<file path="config.mk">
export PLATFORM = sky130hd
export DESIGN_NAME = frame_seq_ctrl
export DESIGN_NICKNAME = d
export VERILOG_FILES = /design/src/rtl/frame_seq_ctrl.sv
export SDC_FILE = /design/constraint.sdc
export NUM_CORES = 1
export LEC_CHECK = 0
export BUFFER_PORTS_ARGS = -buffer_cell sky130_fd_sc_hd__buf_2
export CORE_ASPECT_RATIO = 0.75
export CORE_MARGIN = 4
export CORE_UTILIZATION = 50
export CTS_CLUSTER_SIZE = 24
export DETAILED_ROUTE_END_ITERATION = 8
export PLACE_DENSITY_LB_ADDON = 0.3
export SLEW_MARGIN = 40
export SYNTH_ARGS = -nofsm -noshare
export SYNTH_HDL_FRONTEND = slang
export SYNTH_SLANG_ARGS = --single-unit
</file>
<file path="constraint.sdc">
create_clock -name clk -period 2.19 [get_ports clk]
set_input_delay 0.1095 -clock clk [delete_from_list [all_inputs] [get_ports clk]]
set_output_delay 0.1095 -clock clk [all_outputs]
set_load 0.02 [all_outputs]
</file>
<file path="src/rtl/frame_seq_ctrl.sv">
// Per-frame sequencer for the crop-filter -> norm_reader chain: launches both blocks, waits for
// both completions, audits the crop-filter output beat count and supplies norm_denominator.
module frame_seq_ctrl #(
    parameter int OUT_ROWS       = 10,
    parameter int OUT_COLS       = 10,
    parameter int TIMEOUT_CYCLES = 65536,
    parameter int CNT_WIDTH      = 16
) (
    input  logic                 clk,
    input  logic                 srst,
    input  logic                 enable,
    input  logic                 frame_req,
    input  logic                 norm_mode,
    input  logic [7:0]           cfg_norm_den,
    input  logic                 err_clr,
    output logic                 busy,
    output logic                 frame_done,
    output logic [CNT_WIDTH-1:0] frame_count,
    output logic                 timeout_err,
    output logic                 count_err,
    output logic                 cf_ap_start,
    input  logic                 cf_ap_ready,
    input  logic                 cf_ap_done,
    output logic                 nr_ap_start,
    input  logic                 nr_ap_ready,
    input  logic                 nr_ap_done,
    input  logic                 mon_tvalid,
    input  logic                 mon_tready,
    input  logic [7:0]           mon_tdata,
    output logic [7:0]           norm_denominator
);
    localparam int BEATS  = OUT_ROWS * OUT_COLS;
    localparam int BEAT_W = $clog2(BEATS + 2);
    localparam int TMO_W  = (TIMEOUT_CYCLES > 2) ? $clog2(TIMEOUT_CYCLES) : 1;
    localparam logic [BEAT_W-1:0] BEAT_N   = BEAT_W'(BEATS);
    localparam logic [BEAT_W-1:0] BEAT_SAT = BEAT_W'(BEATS + 1);
    localparam logic [TMO_W-1:0]  TMO_LAST = TMO_W'(TIMEOUT_CYCLES - 1);

    typedef enum logic [1:0] {IDLE, START, RUN, DONE} state_t;

    state_t                state_q;
    logic                  pending_q;
    logic                  cf_start_q, nr_start_q;
    logic                  cf_acc_q, nr_acc_q;
    logic                  cf_done_q, nr_done_q;
    logic [BEAT_W-1:0]     beat_cnt_q;
    logic [7:0]            max_q, max_prev_q;
    logic [TMO_W-1:0]      tmo_cnt_q;
    logic                  frame_done_q;
    logic [CNT_WIDTH-1:0]  frame_count_q;
    logic                  timeout_err_q, count_err_q;
    logic [7:0]            norm_den_q;

    logic                  active, beat;
    logic                  cf_acc_now, nr_acc_now;
    logic                  cf_acc_d, nr_acc_d;
    logic                  cf_done_d, nr_done_d;
    logic [BEAT_W-1:0]     beat_cnt_d;
    logic [7:0]            max_d;
    logic                  tmo_hit, fin, go_start;

    // A zero denominator would make norm_reader divide by zero, so it is lifted to 1.
    function automatic logic [7:0] den_fix(input logic [7:0] v);
        return (v == 8'd0) ? 8'd1 : v;
    endfunction

    always_comb begin
        active     = (state_q == START) || (state_q == RUN);
        beat       = mon_tvalid && mon_tready;
        cf_acc_now = (state_q == START) && cf_start_q && cf_ap_ready;
        nr_acc_now = (state_q == START) && nr_start_q && nr_ap_ready;
        cf_acc_d   = cf_acc_q || cf_acc_now;
        nr_acc_d   = nr_acc_q || nr_acc_now;
        cf_done_d  = cf_done_q || (active && cf_acc_d && cf_ap_done);
        nr_done_d  = nr_done_q || (active && nr_acc_d && nr_ap_done);
        beat_cnt_d = beat_cnt_q;
        if (active && beat && (beat_cnt_q != BEAT_SAT))
            beat_cnt_d = beat_cnt_q + 1'b1;
        max_d = max_q;
        if (active && beat && (mon_tdata > max_q))
            max_d = mon_tdata;
        tmo_hit  = active && (tmo_cnt_q == TMO_LAST);
        fin      = (state_q == RUN) && cf_done_d && nr_done_d && !tmo_hit;
        go_start = enable && (((state_q == IDLE) && (frame_req || pending_q)) ||
                              ((state_q == DONE) && pending_q));
    end

    always_ff @(posedge clk or posedge srst) begin
        if (srst) begin
            state_q       <= IDLE;
            pending_q     <= 1'b0;
            cf_start_q    <= 1'b0;
            nr_start_q    <= 1'b0;
            cf_acc_q      <= 1'b0;
            nr_acc_q      <= 1'b0;
            cf_done_q     <= 1'b0;
            nr_done_q     <= 1'b0;
            beat_cnt_q    <= '0;
            max_q         <= 8'd0;
            max_prev_q    <= 8'd0;
            tmo_cnt_q     <= '0;
            frame_done_q  <= 1'b0;
            frame_count_q <= '0;
            timeout_err_q <= 1'b0;
            count_err_q   <= 1'b0;
            norm_den_q    <= 8'd1;
        end else begin
            frame_done_q <= 1'b0;
            // Clears are written first so a same-cycle set below takes precedence.
            if (err_clr) begin
                timeout_err_q <= 1'b0;
                count_err_q   <= 1'b0;
            end
            if (frame_req && (state_q != IDLE))
                pending_q <= 1'b1;

            case (state_q)
                IDLE: begin
                    norm_den_q <= den_fix(norm_mode ? max_prev_q : cfg_norm_den);
                end
                START, RUN: begin
                    beat_cnt_q <= beat_cnt_d;
                    max_q      <= max_d;
                    tmo_cnt_q  <= tmo_cnt_q + 1'b1;
                    cf_acc_q   <= cf_acc_d;
                    nr_acc_q   <= nr_acc_d;
                    cf_done_q  <= cf_done_d;
                    nr_done_q  <= nr_done_d;
                    if (cf_acc_now)
                        cf_start_q <= 1'b0;
                    if (nr_acc_now)
                        nr_start_q <= 1'b0;
                    if (tmo_hit) begin
                        timeout_err_q <= 1'b1;
                        cf_start_q    <= 1'b0;
                        nr_start_q    <= 1'b0;
                        pending_q     <= 1'b0;
                        state_q       <= IDLE;
                    end else if ((state_q == START) && cf_acc_d && nr_acc_d) begin
                        state_q <= RUN;
                    end else if (fin) begin
                        state_q       <= DONE;
                        frame_done_q  <= 1'b1;
                        frame_count_q <= frame_count_q + 1'b1;
                        if (beat_cnt_d != BEAT_N)
                            count_err_q <= 1'b1;
                        max_prev_q    <= max_d;
                        norm_den_q    <= den_fix(norm_mode ? max_d : cfg_norm_den);
                    end
                end
                DONE: begin
                    state_q <= IDLE;
                end
                default: begin
                    state_q <= IDLE;
                end
            endcase

            // Frame launch overrides the IDLE/DONE bookkeeping above.
            if (go_start) begin
                state_q    <= START;
                pending_q  <= 1'b0;
                cf_start_q <= 1'b1;
                nr_start_q <= 1'b1;
                cf_acc_q   <= 1'b0;
                nr_acc_q   <= 1'b0;
                cf_done_q  <= 1'b0;
                nr_done_q  <= 1'b0;
                beat_cnt_q <= '0;
                max_q      <= 8'd0;
                tmo_cnt_q  <= '0;
            end
        end
    end

    assign busy             = (state_q != IDLE);
    assign frame_done       = frame_done_q;
    assign frame_count      = frame_count_q;
    assign timeout_err      = timeout_err_q;
    assign count_err        = count_err_q;
    assign cf_ap_start      = cf_start_q;
    assign nr_ap_start      = nr_start_q;
    assign norm_denominator = norm_den_q;

endmodule

</file>
* Word level (Yosys, flattened, before mapping)
Index checks and enable logic that the tools add are counted.
** Cells by class
- Reduce and logical (&&, ||, !) cells :: 45
- Add/subtract/negate cells :: 3
- Bitwise gates (word level) :: 2
- $lt $le $gt $ge :: 1
- Equal/unequal tests :: 10
- Mux-type cells :: 54
** Operators by type and width (number)
- $mux W8 :: 10
- $mux W1 :: 33
- $add A16 B1 Y16 const B :: 2
- $mux W16 :: 2
- $logic_and A1 B1 Y1 :: 22
- $mux W7 :: 3
- $eq A16 B16 Y1 const B :: 1
- $logic_not A8 Y1 :: 2
- $pmux W8 S2 :: 1
- $ne A7 B7 Y1 const B :: 2
- $reduce_bool A3 Y1 :: 3
- $gt A8 B8 Y1 :: 1
- $mux W2 :: 4
- $reduce_and A4 Y1 :: 2
- $add A7 B1 Y7 const B :: 1
- $logic_or A1 B1 Y1 :: 7
- $ne A2 B2 Y1 const B :: 3
- $reduce_and A2 Y1 :: 3
- $reduce_bool A2 Y1 :: 3
- $ne A5 B5 Y1 const B :: 1
- $eq A2 B2 Y1 const B :: 2
- $pmux W2 S2 :: 1
- $eq A2 B1 Y1 const B :: 1
- $logic_not A2 Y1 :: 1
- other kinds (3) :: 4
** Word-level totals
- Flip-flop bits (word level) :: 75
- Output and inout port bits :: 30

* Longest topological paths before layout
- Depth in word-level cells :: 15
- Mapped depth :: 10

* Least setup slack after synthesis
No wires, ideal clock.
- Path kind :: register to register
- From :: register state_q[0]
- To :: register frame_count_q[13], in the netlist frame_count[13]
- Path slack :: -0.117 ns
- Buffers on the path :: 0
- Cell stages (with the launch flop) :: 10
- Library setup time :: 0.080 ns
- Data arrival time :: 2.228 ns
- Path through :: dfrtp_1 > inv_1 > ha_1 > nand4_2 > nor4_2 > a22oi_1 > nand3_2 > or4_4 > nor2_1 > xor2_1
** On the way
- Word-level cells in the longest chain between the ends :: 11
- Elaborated cells on any way between the ends :: 26
- Those cells by class :: eq/ne (2); bitwise (2); reduce/logical (22)
** RTL lines
- start, declared :: line 41 : state_t state_q;
- start signal, assigned :: line 90 : state_q <= IDLE;
- start signal, assigned :: line 138 : state_q <= IDLE;
- start signal, assigned :: line 140 : state_q <= RUN;
- $eq A2 B1 Y1
- $logic_and A1 B1 Y1 (2 in series) :: line 70 : cf_acc_now = (state_q == START) && cf_start_q && cf_ap_ready;
- $logic_or A1 B1 Y1 :: line 72 : cf_acc_d = cf_acc_q || cf_acc_now;
- $logic_and A1 B1 Y1 (2 in series) :: line 74 : cf_done_d = cf_done_q || (active && cf_acc_d && cf_ap_done);
- $logic_or A1 B1 Y1 :: line 74
- $logic_and A1 B1 Y1 (3 in series) :: line 83 : fin = (state_q == RUN) && cf_done_d && nr_done_d && !tmo_hit;
- $reduce_and A4 Y1 (no source line) *
- end signal, assigned :: line 144 : frame_count_q <= frame_count_q + 1'b1;
- end, declared :: line 50 : logic [CNT_WIDTH-1:0] frame_count_q;
Every way passes the cells marked *; elsewhere a longest branch is shown, timed or not.
A chain may end at the register's enable or synchronous reset.

* Worst setup path in the final report
- From :: register state_q[1]
- To :: register frame_count_q[11], in the netlist frame_count[11]
The elaborated chain is that of the path after synthesis.

==> results.py <==
metrics = {
    "status": {
        "status": "finished with violations",
        "violations": "negative setup slack",
    },
    "placement": {
        "dp_cells": 565,
        "place_area_mm2": 0.00443,
        "portBuffers": 57,
        "routabilityCongestion": 0.848,
        "dp_hpwl_um": 6430,
    },
    "finish": {
        "final-seq-area_mm2": 0.00188,
        "drive_gt1_share_pct": 32.0,
        "multi_input_area_mm2": 0.00202,
        "num_antenna_cells": 0,
        "area_growth_pct": 31.1,
        "final_area_mm2": 0.00498,
        "stdcell_count": 591,
        "nNetsFinal": 530,
        "fillerInstances": 565,
    },
    "detailed_routing": {
        "post_drt_wl_per_cell_um": 15.9,
        "ant_nets": 0,
        "vias": 3235,
        "drc_errors": 0,
        "viasPerCell": 5.47,
        "drt_pre_antenna_iters": 6,
        "drtIter0Drc": 190,
        "wl_um": 9370,
    },
    "logic_synthesis": {
        "synth-xor-area-share_pct": 7.83,
        "synth_commonest_cells": "dfrtp_1, nor2_1, nand2_1",
        "syn_area_per_cell_um2": 9.80,
        "synth_top_area_share_pct": 48.7,
        "synth_top_cell_by_area": "dfrtp_1",
        "syn_area_mm2": 0.00380,
        "synth_compound_area_share_pct": 12.2,
        "yosys-top-cells-area": "dfrtp_1, ha_1, nor2_1",
        "yosysSeqAreaShare_pct": 49.4,
        "synth-seq-cells": 75,
        "synth_top_family_by_area": "simple AND/OR/NAND/NOR gates",
        "synth_flop_cell": "dfrtp_1",
        "synth-adder-area-share_pct": 5.26,
        "yosysWarningCount": 0,
        "synthMuxAreaShare_pct": 3.16,
        "async_flop_share_pct": 100,
        "syn-num-nets": 432,
        "synth_most_common_cell": "dfrtp_1",
        "synthDistinctLibCells": 48,
        "netlist_instances": 388,
        "synthSimpleGateAreaFrac_pct": 18.0,
        "synth-edff-count": 0,
    },
    "global_routing": {
        "antenna_found_initial": 0,
        "overflow": 0,
        "grt_pass1_wl_um": 15200,
        "grt_start_max_net_pins": 56,
        "grt_pass1_vias": 3187,
        "grt_usage_pct": 21.0,
    },
    "sta": {
        "slew_headroom_pct": 69.1,
        "fin_crit_ns": 2.23,
        "fin_skew_ns": 0.00750,
        "slew_violations": 0,
        "worst_pin_slew_ns": 0.459,
        "max_freq_mhz": 449,
        "hold_viol": 0,
        "finalSetupViolCount": 6,
        "fin_crit_sh_pct": 102,
        "finalWorstSetupSlack_ns": -0.0354,
        "rsz0062_at_grt": "yes",
    },
    "floorplanning": {
        "io_pins": 58,
        "dieArea_mm2": 0.00908,
        "core_mm2": 0.00736,
        "die_y_um": 83.5,
        "row_count": 27,
        "initial_core_util_pct": 51.6,
        "fp.dieW_um": 109,
    },
    "pwr": {
        "power_mw": 5.89,
        "p_per_area_mw_per_mm2": 1180,
        "ir_drop_v": 0.000873,
        "p_leak_nw": 2.42,
    },
    "cts": {
        "root_buffer": "clkbuf_8",
        "h-tree-depth": 3,
        "clk_pin_slew_ns": 0.08,
        "cts_buffers": 9,
        "clockBufferDepth": 2,
        "cts.sinks": 75,
        "clk_latency_ns": 0.35,
        "cts_tree": "done",
    },
    "critical_path": {
        "start_kind": "flop",
        "cp_max_fo": 5,
        "reg2regPathDepth": 9,
        "required_ns": 2.46,
        "setup.worst_path.end_class": "flop",
        "critPathArrivalTime_ns": 2.50,
        "crit_type": "flop to flop",
    },
    "hold_path": {
        "holdCritPathClass": "input port to flop",
        "min_path_cells": 3,
    },
    "flow_run": {
        "maxCapViolCount": 0,
    },
}
-- per-stage QoR --
stage / hold WS, ns / setup slack (ns) / util, % / TNS, ns
after floorplan: 0.286 / 0.00691 / - / 0
after global placement: 0.148 / 0.0155 / 60.2 / 0
after detailed placement: 0.148 / -0.0891 / 60.2 / -0.437
after CTS: 0.0150 / -0.0691 / 65.2 / -0.253
after global routing: 0.0381 / -0.146 / 67.7 / -1.80
final: 0.0222 / -0.0354 / 67.7 / -0.146
-- where the power goes --
group / switching (mW) / internal (mW)
Combinational: 1.41 / 1.19
Sequential: 0.360 / 1.78
Clock: 0.522 / 0.639
Total: 2.29 / 3.60
-- layer usage --
layer	global-route usage [%]	share of wire, %
met1	29.8	46
met4	5.39	1.6
met5	0	0
met2	32.2	46
met3	5.03	6.2
-- final cells by class --
class	instances	share of cell area (%)
well taps	101	2.54
clock inverters	6	1.81
inverters	28	2.11
multi-input cells	272	40.5
flip-flops and latches	75	37.7
clock buffers	9	2.49
repair buffers	100	12.8
-- final timing paths --
path	slack [ns]	startpoint	end
setup / recovery	-0.04	state_q[1]	frame_count[11]
hold / removal	0.02	err_clr	count_err
setup reg to reg	-0.04	state_q[1]	frame_count[11]
hold reg to reg	0.47	frame_count[15]	frame_count[15]
max in group asynchronous	1.19	srst	norm_denominator[0]
min in group asynchronous	0.31	srst	state_q[0]
-- flip-flops by register name, indices dropped and copies added (netlist names) --
| register | count |
|---|---|
| frame_count | 16 |
| count_err | 1 |
| max_q | 8 |
| nr_ap_start | 1 |
| frame_done | 1 |
| nr_acc_q | 1 |
| nr_done_q | 1 |
| cf_ap_start | 1 |
| timeout_err | 1 |
| cf_done_q | 1 |
| beat_cnt_q | 7 |
| max_prev_q | 8 |
| norm_denominator | 8 |
| pending_q | 1 |
| state_q | 2 |
| cf_acc_q | 1 |
| tmo_cnt_q | 16 |
-- cell usage in the layout (no fill, tap or decap), types with 4 or more instances in the layout --
cell type  instances
dfrtp_1           74
buf_2             58
nor2_1            38
buf_4             35
nand2_1           27
inv_1             25
o21ai_0           22
xnor2_1           17
xor2_1            17
a21oi_1           14
nand4_1           14
ha_1              14
nand3_1           13
clkbuf_8           9
o22a_1             7
mux2i_1            5
o21ai_1            5
mux2i_4            5
buf_6              5
a21o_1             4
a31oi_1            4
nor4_1             4
-- timing repair --
action                                  CTS  global route
endpoints found under the setup margin   12            38
resized for setup                        17            38
hold buffers                              1             0
gates cloned                              0             1
buffers inserted                          6             3
pin swaps                                 6             9
hold endpoints to repair                 20             0
-- critical path, cell delays in order (launching register included) --
cell,delay (ns)
dfrtp_1,0.40
inv_2,0.11
ha_4,0.18
a31o_4,0.17
a31oi_4,0.10
nor3b_2,0.24
nand3_2,0.16
or4_4,0.52
nor2_2,0.12
xor2_1,0.16
-- cells by family after synthesis --
| group | after synthesis |
|---|---|
| buf+inv | 41 |
| simple gates | 135 |
| flops | 75 |
| compound gates | 75 |
| xor+xnor | 34 |
| mux | 12 |
| fa+ha+maj | 16 |
(Power assumes the default switching activity.)
